==> config.mk <==
export PLATFORM = sky130hd
export DESIGN_NAME = fp52_res_enc_flat
export DESIGN_NICKNAME = d
export VERILOG_FILES = /design/src/rtl/fp52_pkg.sv /design/src/rtl/fp52_res_enc_if.sv /design/src/rtl/fp52_lsd.sv /design/src/rtl/fp52_res_enc.sv /design/src/flat_wrapper.sv
export SDC_FILE = /design/constraint.sdc
export NUM_CORES = 1
export LEC_CHECK = 0
export CORE_MARGIN = 2
export CORE_UTILIZATION = 60
export DETAILED_ROUTE_END_ITERATION = 12
export PLACE_DENSITY = 0.84
export RECOVER_POWER = 25
export SLEW_MARGIN = 15
export SYNTH_ARGS = -nofsm -noshare
export SYNTH_HDL_FRONTEND = slang
export SYNTH_SLANG_ARGS = --single-unit
==> constraint.sdc <==
create_clock -name clk -period 3.9 [get_ports clk]
set_clock_uncertainty 0.15 [all_clocks]
set_input_delay 0.78 -clock clk [delete_from_list [all_inputs] [get_ports clk]]
set_output_delay 0.78 -clock clk [all_outputs]
set_load 0.01 [all_outputs]
==> src/rtl/fp52_pkg.sv <==
// fp52_pkg: constants and types shared by the fp(2,5) result re-encoder.
// Holds the operand field widths, the exponent range of the MAC op_c
// path, the {dat,exp} operand type and the data saturation limits.
package fp52_pkg;

    localparam int RES_W   = 18;               // fixed-point MAC result width
    localparam int DAT_W   = 6;                // signed operand data width
    localparam int EXP_W   = 3;                // operand exponent width
    localparam int EXP_MAX = 6;                // largest op_c shift
    localparam int CNT_W   = $clog2(RES_W);    // leading-sign count width

    localparam logic signed [DAT_W-1:0] DAT_POS_MAX = {1'b0, {(DAT_W-1){1'b1}}};
    localparam logic signed [DAT_W-1:0] DAT_NEG_MIN = {1'b1, {(DAT_W-1){1'b0}}};
    // 2^(DAT_W-2): data value after a rounding carry bumps the exponent
    localparam logic signed [DAT_W-1:0] DAT_RENORM  = {2'b01, {(DAT_W-2){1'b0}}};

    typedef struct packed {
        logic signed [DAT_W-1:0] dat;
        logic        [EXP_W-1:0] exp;
    } fp52_op_t;

    typedef struct packed {
        fp52_op_t op;
        logic     sat;
    } fp52_enc_t;

    // Smallest shift that fits the value into DAT_W bits, given the number of
    // redundant sign bits; limited to the op_c shift range.
    function automatic logic [EXP_W-1:0] e0_of(input logic [CNT_W-1:0] n);
        int t;
        t = RES_W - DAT_W - int'(n);
        if (t < 0)       t = 0;
        if (t > EXP_MAX) t = EXP_MAX;
        return EXP_W'(t);
    endfunction

endpackage

==> src/rtl/fp52_res_enc_if.sv <==
// fp52_res_enc_if: handshake and data bundle of the result re-encoder.
//   in_vld/in_rdy/in_res           : fixed-point result input channel
//   out_vld/out_rdy/out_dat/out_exp/out_sat : encoded operand output channel
// slave  = re-encoder view, master = surrounding datapath / bench view.
interface fp52_res_enc_if;
    import fp52_pkg::*;

    logic                    in_vld;
    logic                    in_rdy;
    logic signed [RES_W-1:0] in_res;
    logic                    out_vld;
    logic                    out_rdy;
    logic signed [DAT_W-1:0] out_dat;
    logic        [EXP_W-1:0] out_exp;
    logic                    out_sat;

    modport slave  (input  in_vld, in_res, out_rdy,
                    output in_rdy, out_vld, out_dat, out_exp, out_sat);
    modport master (output in_vld, in_res, out_rdy,
                    input  in_rdy, out_vld, out_dat, out_exp, out_sat);

endinterface

==> src/rtl/fp52_lsd.sv <==
// fp52_lsd: combinational leading-sign-bit counter.
//   val_i : RES_W-bit two's-complement value
//   cnt_o : number of bits directly below the MSB that equal the MSB
//           (0..RES_W-1); zero and -1 both give RES_W-1.
module fp52_lsd
    import fp52_pkg::*;
(
    input  logic [RES_W-1:0] val_i,
    output logic [CNT_W-1:0] cnt_o
);

    logic run;

    always_comb begin
        cnt_o = '0;
        run   = 1'b1;
        for (int i = RES_W - 2; i >= 0; i--) begin
            if (run && (val_i[i] == val_i[RES_W-1])) cnt_o = cnt_o + CNT_W'(1);
            else                                     run   = 1'b0;
        end
    end

endmodule

==> src/rtl/fp52_res_enc.sv <==
// fp52_res_enc: converts the 18-bit fixed-point MAC result into the
// {6-bit signed data, 3-bit exponent} op_c operand (value = dat * 2^exp).
// Three-stage valid/ready pipeline, one item per cycle, bubbles collapse.
//   clk, rst : clock, asynchronous active-high reset
//   bus      : fp52_res_enc_if.slave (in_* input channel, out_* output channel)
// Build option FP52_RES_ENC_RNE_EN: round to nearest even; otherwise the
// discarded bits are truncated (floor), like the MAC's arithmetic shift.
module fp52_res_enc
    import fp52_pkg::*;
(
    input  logic           clk,
    input  logic           rst,
    fp52_res_enc_if.slave  bus
);

    logic                    vld_p1_q, vld_p2_q, vld_p3_q;
    logic                    en_p1, en_p2, en_p3;
    logic [CNT_W-1:0]        lsd_p1_d;
    logic [EXP_W-1:0]        e0_p1_d, e0_p1_q, e0_p2_q;
    logic signed [RES_W-1:0] res_p1_q;
    logic signed [RES_W-1:0] q_p2_d, q_p2_q;
    logic                    inc_p3_d;
    logic signed [RES_W:0]   r_p3_d;
    fp52_enc_t               enc_p3_d;
    fp52_op_t                op_p3_q;
    logic                    sat_p3_q;

    // A stage loads when empty or when its successor loads this cycle.
    always_comb begin
        en_p3 = !vld_p3_q || bus.out_rdy;
        en_p2 = !vld_p2_q || en_p3;
        en_p1 = !vld_p1_q || en_p2;
    end

    assign bus.in_rdy = en_p1;

    // Clip to the operand range; a positive rounding carry below EXP_MAX is
    // absorbed by moving one step up in exponent instead of saturating.
    function automatic fp52_enc_t sat_enc(input logic signed [RES_W:0] r,
                                          input logic [EXP_W-1:0] e0);
        fp52_enc_t o;
        o.sat    = 1'b0;
        o.op.exp = e0;
        o.op.dat = r[DAT_W-1:0];
        if (int'(r) > int'(DAT_POS_MAX)) begin
            if (int'(e0) < EXP_MAX) begin
                o.op.dat = DAT_RENORM;
                o.op.exp = e0 + EXP_W'(1);
            end else begin
                o.op.dat = DAT_POS_MAX;
                o.op.exp = EXP_W'(EXP_MAX);
                o.sat    = 1'b1;
            end
        end else if (int'(r) < int'(DAT_NEG_MIN)) begin
            o.op.dat = DAT_NEG_MIN;
            o.op.exp = EXP_W'(EXP_MAX);
            o.sat    = 1'b1;
        end
        return o;
    endfunction

    // ---- stage 1: capture result, leading-sign detect, candidate exponent
    fp52_lsd u_lsd (
        .val_i (bus.in_res),
        .cnt_o (lsd_p1_d)
    );

    assign e0_p1_d = e0_of(lsd_p1_d);

    always_ff @(posedge clk or posedge rst) begin
        if (rst) begin
            vld_p1_q <= 1'b0;
            res_p1_q <= '0;
            e0_p1_q  <= '0;
        end else if (en_p1) begin
            vld_p1_q <= bus.in_vld;
            res_p1_q <= bus.in_res;
            e0_p1_q  <= e0_p1_d;
        end
    end

    // ---- stage 2: arithmetic shift by e0, keep the bits needed for rounding
    assign q_p2_d = res_p1_q >>> e0_p1_q;

`ifdef FP52_RES_ENC_RNE_EN
    logic g_p2_d, s_p2_d, g_p2_q, s_p2_q;

    always_comb begin
        g_p2_d = 1'b0;
        s_p2_d = 1'b0;
        for (int i = 0; i < EXP_MAX; i++) begin
            if (i == int'(e0_p1_q) - 1)     g_p2_d = res_p1_q[i];
            else if (i < int'(e0_p1_q) - 1) s_p2_d = s_p2_d | res_p1_q[i];
        end
    end

    always_ff @(posedge clk or posedge rst) begin
        if (rst) begin
            g_p2_q <= 1'b0;
            s_p2_q <= 1'b0;
        end else if (en_p2) begin
            g_p2_q <= g_p2_d;
            s_p2_q <= s_p2_d;
        end
    end

    function automatic logic rne_inc(input logic q0, input logic g, input logic s);
        return g & (s | q0);
    endfunction

    assign inc_p3_d = rne_inc(q_p2_q[0], g_p2_q, s_p2_q);
`else
    // Truncation: the shifted-out bits are simply dropped.
    assign inc_p3_d = 1'b0;
`endif

    always_ff @(posedge clk or posedge rst) begin
        if (rst) begin
            vld_p2_q <= 1'b0;
            q_p2_q   <= '0;
            e0_p2_q  <= '0;
        end else if (en_p2) begin
            vld_p2_q <= vld_p1_q;
            q_p2_q   <= q_p2_d;
            e0_p2_q  <= e0_p1_q;
        end
    end

    // ---- stage 3: round, renormalise or saturate, register the operand
    assign r_p3_d   = $signed({q_p2_q[RES_W-1], q_p2_q}) + $signed({{RES_W{1'b0}}, inc_p3_d});
    assign enc_p3_d = sat_enc(r_p3_d, e0_p2_q);

    always_ff @(posedge clk or posedge rst) begin
        if (rst) begin
            vld_p3_q <= 1'b0;
            op_p3_q  <= '0;
            sat_p3_q <= 1'b0;
        end else if (en_p3) begin
            vld_p3_q <= vld_p2_q;
            op_p3_q  <= enc_p3_d.op;
            sat_p3_q <= enc_p3_d.sat;
        end
    end

    assign bus.out_vld = vld_p3_q;
    assign bus.out_dat = op_p3_q.dat;
    assign bus.out_exp = op_p3_q.exp;
    assign bus.out_sat = sat_p3_q;

endmodule

==> src/flat_wrapper.sv <==
// flat-port wrapper written by rule: the top's interface ports become plain ports
module fp52_res_enc_flat import fp52_pkg::*;
  (clk, rst, bus_in_vld, bus_in_res, bus_out_rdy, bus_in_rdy, bus_out_vld, bus_out_dat, bus_out_exp, bus_out_sat);
  fp52_res_enc_if bus_i ();
  input  logic clk;
  input  logic rst;
  input wire logic [$bits(bus_i.in_vld)-1:0] bus_in_vld;
  input wire logic [$bits(bus_i.in_res)-1:0] bus_in_res;
  input wire logic [$bits(bus_i.out_rdy)-1:0] bus_out_rdy;
  output wire logic [$bits(bus_i.in_rdy)-1:0] bus_in_rdy;
  output wire logic [$bits(bus_i.out_vld)-1:0] bus_out_vld;
  output wire logic [$bits(bus_i.out_dat)-1:0] bus_out_dat;
  output wire logic [$bits(bus_i.out_exp)-1:0] bus_out_exp;
  output wire logic [$bits(bus_i.out_sat)-1:0] bus_out_sat;
  assign bus_i.in_vld = bus_in_vld;
  assign bus_i.in_res = bus_in_res;
  assign bus_i.out_rdy = bus_out_rdy;
  assign bus_in_rdy = bus_i.in_rdy;
  assign bus_out_vld = bus_i.out_vld;
  assign bus_out_dat = bus_i.out_dat;
  assign bus_out_exp = bus_i.out_exp;
  assign bus_out_sat = bus_i.out_sat;
  fp52_res_enc u_core (.clk(clk), .rst(rst), .bus(bus_i));
endmodule
==> results.sh, run 1 <==
export IMPL_design_area_mm2=0.006518
export IMPL_start_kind="input port"
export IMPL_final_cell_mix="buf_4, nand2_1, dfrtp_1"
export IMPL_failed_checks="capacitance limit, slew limit, setup timing"
export IMPL_die_y_um=94.03
export IMPL_synth_seq_area_share_pct=28.30
export IMPL_slowest_stage="o41a_1"
export IMPL_min_path_cells=2
export IMPL_multi_input_area_mm2=0.003541
export IMPL_maxSlewHeadroom_pct=-54.41
export IMPL_vias=5011
export IMPL_crit_path_max_incr_delay_ps=320
export IMPL_antenna_left=0
export IMPL_layout_commonest_cell="buf_4"
export IMPL_track_usage_pct=30.75
export IMPL_core_mm2=0.007807
export IMPL_cp_common_cell="ha_4"
export IMPL_register_area_mm2=0.001376
export IMPL_clockBufferDepth=2
export IMPL_initial_core_util_pct=62.29
export IMPL_ys_seq_elements=55
export IMPL_clk_pin_slew_ps=100
export IMPL_fmax_ghz=0.1205
export IMPL_place_gp_congestion=0.8930
export IMPL_cts_tree="built"
export IMPL_synthFlopType="dfrtp_1"
export IMPL_antenna_found_initial=0
export IMPL_timing_rr_end="u_core.q_p2_q[5]"
export IMPL_rows=32
export IMPL_syn_avg_cell_area_um2=8.342
export IMPL_hold_path_class="reg2reg"
export IMPL_finalHoldViolations=0
export IMPL_yosys_area_top_type_share_pct=28.30
export IMPL_crit_arrival_ps=8310
export IMPL_post_drt_wl_per_cell_um=17.25
export IMPL_hold_start="u_core.bus.out_dat[5]"
export IMPL_cts_sinks=55
export IMPL_port_buffers=33
export IMPL_setup_viol=3
export IMPL_fin_hold_ws_ps=347.8
export IMPL_ir_drop_mv=0.1820
export IMPL_routed_via_density=6.118
export IMPL_stdcell_count=819
export IMPL_worst_slack_ps=-4398
export IMPL_drt_initial_drc_count=319
export IMPL_die_w_um=94.03
export IMPL_yosysTopAreaCell="dfrtp_1"
export IMPL_fin_crit_sh_pct=212.8
export IMPL_rsz0062_at_grt="yes"
export IMPL_clk_latency_ps=310
export IMPL_outcome="finished, violations left"
export IMPL_drc=0
export IMPL_async_flop_share_pct=100.0
export IMPL_use_met1_pct=36.35
export IMPL_drive_gt1_share_pct=31.52
export IMPL_die_area_mm2=0.008842
export IMPL_synth_edf_count=0
export IMPL_ys_types=73
export IMPL_critical_path_peak_fanout=4
export IMPL_first_global_vias=4976
export IMPL_use_met3_pct=3.130
export IMPL_whs_endpoint="u_core.bus.out_dat[5]"
export IMPL_cts_max_level=2
export IMPL_grt_pass1_wl_um=22160
export IMPL_fillers=459
export IMPL_r2r_start="u_core.e0_p1_q[1]"
export IMPL_dp_hpwl_um=9856
export IMPL_syn_inst=583
export IMPL_overflow=0
export IMPL_p_leak_nw=2.822
export IMPL_use_met2_pct=58.69
export IMPL_syn_nets=621
export IMPL_clock_root_buffer="clkbuf_8"
export IMPL_ios=34
export IMPL_area_delta_synth_final_pct=34.01
export IMPL_yosysWarningCount=0
export IMPL_maxCapViolations=1
export IMPL_synth_area_leaders="dfrtp_1, mux2_2, nand2_1"
export IMPL_power_density_mw_per_mm2=285.6
export IMPL_placed_cells=800
export IMPL_antenna_cells=0
export IMPL_worst_setup_path_end_kind="register"
export IMPL_nets=754
export IMPL_worstMarginPinSlew_ps=2303
export IMPL_routed_wl_um=14130
export IMPL_top_usage_layer="met2"
export IMPL_cts_buffers=5
export IMPL_r2r_cells=5
export IMPL_finalMaxSlewViolations=56
export IMPL_path_class="in2reg"
export IMPL_placed_cell_area_mm2=0.006170
export IMPL_cp_required_ps=3920
export IMPL_grt_start_max_net_pins=56
export IMPL_fin_crit_ps=8298
export IMPL_reg2reg_slack_ps=1620
export IMPL_drt_first_pass_iters=5
export IMPL_syn_area_mm2=0.004863
[routing by layer]
layer  share of wire (%)  wire length (µm)  vias to the layer above
met5                   0                 0                        -
met4                 2.3               329                        0
met3                 4.6               647                       38
met2                  52              7406                      165
met1                  41              5744                     2433
li1                    -                 -                     2375
[report_power, final]
group | leakage (nW) | internal [mW] | switching [mW] | total, mW
combinational | 2.12 | 0.342 | 0.328 | 0.670
sequential | 0.639 | 0.661 | 0.0885 | 0.750
clock | 0.0654 | 0.257 | 0.185 | 0.442
total | 2.82 | 1.26 | 0.602 | 1.86
[sequential cells by signal, indices dropped and copies added (netlist names)]
| name | count |
|---|---|
| u_core.q_p2_q | 18 |
| u_core.res_p1_q | 18 |
| u_core.bus.out_dat | 6 |
| u_core.bus.out_exp | 3 |
| u_core.e0_p1_q | 3 |
| u_core.e0_p2_q | 3 |
| u_core.bus.out_sat | 1 |
| u_core.bus.out_vld | 1 |
| u_core.vld_p1_q | 1 |
| u_core.vld_p2_q | 1 |
[critical path: cells and delay by family]
| family | cells | cell delay (ps) |
|---|---|---|
| adder cells (fa/ha/maj) | 8 | 1900 |
| AO/OA/AOI/OAI | 12 | 1800 |
| AND/OR/NAND/NOR | 13 | 1220 |
| multiplexers | 8 | 1810 |
| buffers and inverters | 8 | 810 |
[worst max-delay path by stage]
stage                    from                end  slack (ps)  cells after the start
6_report       bus_in_res[17]  u_core.e0_p1_q[1]       -4400                     49
3_5_place_dp   bus_in_res[15]  u_core.e0_p1_q[0]       -5040                     46
5_1_grt        bus_in_res[17]  u_core.e0_p1_q[1]       -4750                     47
4_1_cts        bus_in_res[16]  u_core.e0_p1_q[0]       -4160                     46
2_1_floorplan  bus_in_res[17]  u_core.e0_p1_q[0]       -4460                     47
3_3_place_gp   bus_in_res[16]  u_core.e0_p1_q[0]       -4690                     46
[metrics by stage]
| stage | worst slack, ps | TNS [ps] | power (mW) | util [%] |
|---|---|---|---|---|
| after global routing | -4754 | -14170 | 1.954 | 83.48 |
| after floorplan | -4463 | -13150 | 1.117 | - |
| after CTS | -4161 | -12400 | 1.814 | 82.26 |
| final | -4398 | -13110 | 1.861 | 83.48 |
| after global placement | -4691 | -14030 | 1.326 | 79.02 |
| after detailed placement | -5039 | -15020 | 1.364 | 79.02 |
[final cells by class]
type / count / area share (%)
Timing Repair Buffer: 159 / 19.62
Inverter: 16 / 0.9407
Clock inverter: 2 / 0.9215
Multi-Input combinational cell: 479 / 54.33
Sequential cell: 55 / 21.12
Tap cell: 102 / 1.958
Clock buffer: 6 / 1.113
[logic make-up (layout without fill, tap and decap cells)]
| family | Yosys count | count (layout) | synth area share (%) |
|---|---|---|---|
| mux | 53 | 53 | 12.25 |
| compound gates | 150 | 150 | 20.61 |
| buf+inv | 49 | 183 | 4.245 |
| xor+xnor | 29 | 29 | 6.895 |
| fa+ha+maj | 16 | 16 | 4.116 |
| simple gates | 231 | 231 | 23.59 |
| flops | 55 | 55 | 28.30 |
[cell usage after synthesis, drive strengths merged (16+ instances only)]
master  instances
mux2           32
nor3           18
xnor2          17
o21ai          42
dfrtp          55
mux2i          19
nor2           52
inv            16
nand2          74
ha             16
clkbuf         24
a21oi          33
[repair_timing]
action                                  in CTS  in global routing
endpoints found under the setup margin       3                  3
pin swaps                                   21                 13
endpoints found under the hold margin        0                  0
hold buffers                                 0                  0
resized for setup                           38                 16
buffers inserted                             8                  3
(Power assumes the default switching activity.)
==> run 2: changes to the inputs <==
--- a/config.mk
+++ b/config.mk
@@ -5,10 +5,13 @@
 export SDC_FILE = /design/constraint.sdc
 export NUM_CORES = 1
 export LEC_CHECK = 0
+export CELL_PAD_IN_SITES_DETAIL_PLACEMENT = 1
+export CELL_PAD_IN_SITES_GLOBAL_PLACEMENT = 1
 export CORE_MARGIN = 2
-export CORE_UTILIZATION = 60
+export CORE_UTILIZATION = 49
+export CTS_CLUSTER_DIAMETER = 50
 export DETAILED_ROUTE_END_ITERATION = 12
-export PLACE_DENSITY = 0.84
+export PLACE_DENSITY = 0.89
 export RECOVER_POWER = 25
 export SLEW_MARGIN = 15
 export SYNTH_ARGS = -nofsm -noshare
==> run 2 against run 1 <==
The run still ends with capacitance limit, slew limit, setup timing left. Hold slack improved by 18 ps. Via count rose by 21%. Clock power fell by 8.4%. Global-route usage rose by 11 points. Power rose by 8.2%. Setup slack got worse by 680 ps. Critical path depth fell by 5. Clock-buffer cell count fell by 1. Fmax fell by 7.5%. Cell area rose by 2.8%. Register-to-register slack got worse by 320 ps. Die area rose by 21%. Critical endpoint is now u_core.e0_p1_q[2]. Largest power group is now combinational logic.
==> results.sh, run 2 (synthesis results as in run 1) <==
export IMPL_antenna_found_initial=0
export IMPL_hold_start="u_core.vld_p1_q"
export IMPL_cts_tree="built"
export IMPL_failed_checks="capacitance limit, slew limit, setup timing"
export IMPL_die_area_mm2=0.01074
export IMPL_cts_max_level=2
export IMPL_cts_hold_buf=0
export IMPL_path_class="in2reg"
export IMPL_place_gp_congestion=0.9253
export IMPL_worst_setup_path_end_kind="register"
export IMPL_area_delta_synth_final_pct=37.74
export IMPL_finalMaxSlewViolations=56
export IMPL_clk_pin_slew_ps=110
export IMPL_pre_cts_ws_ps=-5504
export IMPL_rsz0062_at_grt="yes"
export IMPL_initial_core_util_pct=50.22
export IMPL_cts_buffers=5
export IMPL_switching_share_pct=39.02
export IMPL_critPathLaunch="bus_in_res[17]"
export IMPL_dp_hpwl_um=13780
export IMPL_fin_crit_sh_pct=230.1
export IMPL_clockBufferDepth=2
export IMPL_maxCapViolations=1
export IMPL_nets=763
export IMPL_first_global_vias=6140
export IMPL_rows=36
export IMPL_fin_crit_ps=8974
export IMPL_worst_slack_ps=-5074
export IMPL_fmax_ghz=0.1114
export IMPL_drt_initial_drc_count=568
export IMPL_antenna_cells=0
export IMPL_pwr_share_comb_pct=41.6
export IMPL_crit_path_max_incr_delay_ps=510
export IMPL_p_leak_nw=2.860
export IMPL_cts_sinks=55
export IMPL_routed_via_density=7.041
export IMPL_track_usage_pct=41.54
export IMPL_r2r_start="u_core.bus.out_vld"
export IMPL_outcome="finished, violations left"
export IMPL_clk_latency_ps=330
export IMPL_critical_path_peak_fanout=5
export IMPL_fillers=1107
export IMPL_hold_path_class="reg2reg"
export IMPL_cp_common_cell="ha_4"
export IMPL_p_switching_uw=785.8
export IMPL_ir_drop_mv=0.2616
export IMPL_seq_power_share_pct=38.3
export IMPL_setup_viol=3
export IMPL_post_drt_wl_per_cell_um=29.76
export IMPL_routed_wl_um=25530
export IMPL_drc=0
export IMPL_slowest_stage="xnor2_1"
export IMPL_final_cell_mix="buf_4, nand2_1, dfrtp_1"
export IMPL_worstMarginPinSlew_ps=2497
export IMPL_ios=34
export IMPL_grt_start_max_net_pins=56
export IMPL_vias=6041
export IMPL_internal_power_mw=1.228
export IMPL_die_y_um=103.6
export IMPL_core_mm2=0.009684
export IMPL_antenna_left=0
export IMPL_grt_pass1_wl_um=35160
export IMPL_port_buffers=33
export IMPL_power_density_mw_per_mm2=300.7
export IMPL_overflow=0
export IMPL_pwr_share_clk_pct=20.1
export IMPL_drive_gt1_share_pct=34.76
export IMPL_finalSetupTns_ps=-15110
export IMPL_drt_first_pass_iters=7
export IMPL_start_kind="input port"
export IMPL_crit_arrival_ps=9020
export IMPL_cp_required_ps=3940
export IMPL_clock_root_buffer="clkbuf_8"
export IMPL_layout_commonest_cell="buf_4"
export IMPL_maxSlewHeadroom_pct=-67.39
export IMPL_finalPower_mw=2.014
export IMPL_die_w_um=103.6
export IMPL_finalHoldViolations=0
==> run 2: cell types whose count changed in the layout (fill, tap and decap cells not counted), moves of 2 or more <==
| cell | delta |
|---|---|
| o21ai_1 | -3 |
| nor2_2 | +2 |
| buf_6 | -4 |
| clkbuf_1 | -2 |
| ha_4 | +3 |
| nand2_1 | -2 |
| a21oi_1 | -3 |
| nor2_1 | -3 |
| o22ai_1 | -2 |
| buf_4 | +13 |
| o21ai_2 | +2 |
| ha_1 | -3 |
| a21oi_2 | +3 |
==> run 2: cell type report <==
type,instances,area (µm²),share of cell area (%)
clock buffer,5,68.82,1.027
clock inverter,2,37.54,0.5603
inverter,16,61.31,0.9152
multi-input combinational,479,3643,54.39
sequential,55,1376,20.55
tap,133,166.4,2.484
timing repair buffer,168,1345,20.08
==> run 2: power groups by stage <==
stage	registers, mW	clock network, mW	logic [mW]
6_report	0.772	0.405	0.837
5_1_grt	0.779	0.423	0.865
4_1_cts	0.751	0.389	0.715
3_5_place_dp	0.761	0	0.656
3_3_place_gp	0.747	0	0.588
2_1_floorplan	0.735	0	0.382
==> run 2: timing repair <==
action,in CTS,in global routing
resized for setup,59,13
pin swaps,25,18
gates cloned,0,0
setup endpoints to repair,3,3
setup buffers,11,8
==> run 2: metrics by stage <==
| step | area [µm²] | std cells | hold WS [ps] | util, % |
|---|---|---|---|---|
| 6_report | 6699 | 858 | 365.4 | 69.17 |
| 5_1_grt | 6699 | 858 | 374.1 | 69.17 |
| 4_1_cts | 6551 | 850 | 352.7 | 67.65 |
| 3_5_place_dp | 6216 | 832 | 329.4 | 64.19 |
| 3_3_place_gp | 6216 | 832 | 306.7 | 64.19 |
| 2_1_floorplan | 5030 | 583 | 284.6 | - |
==> run 2: worst max-delay path: cells and delay by family <==
kind | cells | cell delay, ps
adder cells (fa/ha/maj) | 9 | 2260
XOR/XNOR | 1 | 510
buffers and inverters | 4 | 390
multiplexers | 8 | 1860
AO/OA/AOI/OAI | 11 | 1780
AND/OR/NAND/NOR | 11 | 1410
==> run 2: final timing paths <==
path / to / slack, ps / cells after the start
min reg2reg: u_core.vld_p2_q / 370 / 1
min in group asynchronous: u_core.q_p2_q[10] / 1430 / 2
max in group asynchronous: u_core.q_p2_q[5] / 1050 / 2
max: u_core.e0_p1_q[2] / -5070 / 44
max reg2reg: u_core.e0_p1_q[2] / 1300 / 9
min: u_core.vld_p2_q / 370 / 1
==> run 2: per-layer routing <==
| metal | up-vias | track usage (%) | share of wire (%) |
|---|---|---|---|
| met1 | 2968 | 46.97 | 35 |
| met2 | 474 | 72.85 | 47 |
| met3 | 205 | 6.482 | 8.4 |
| met5 | - | 0 | 0 |
| li1 | 2394 | - | - |
| met4 | 0 | 26.64 | 9.2 |
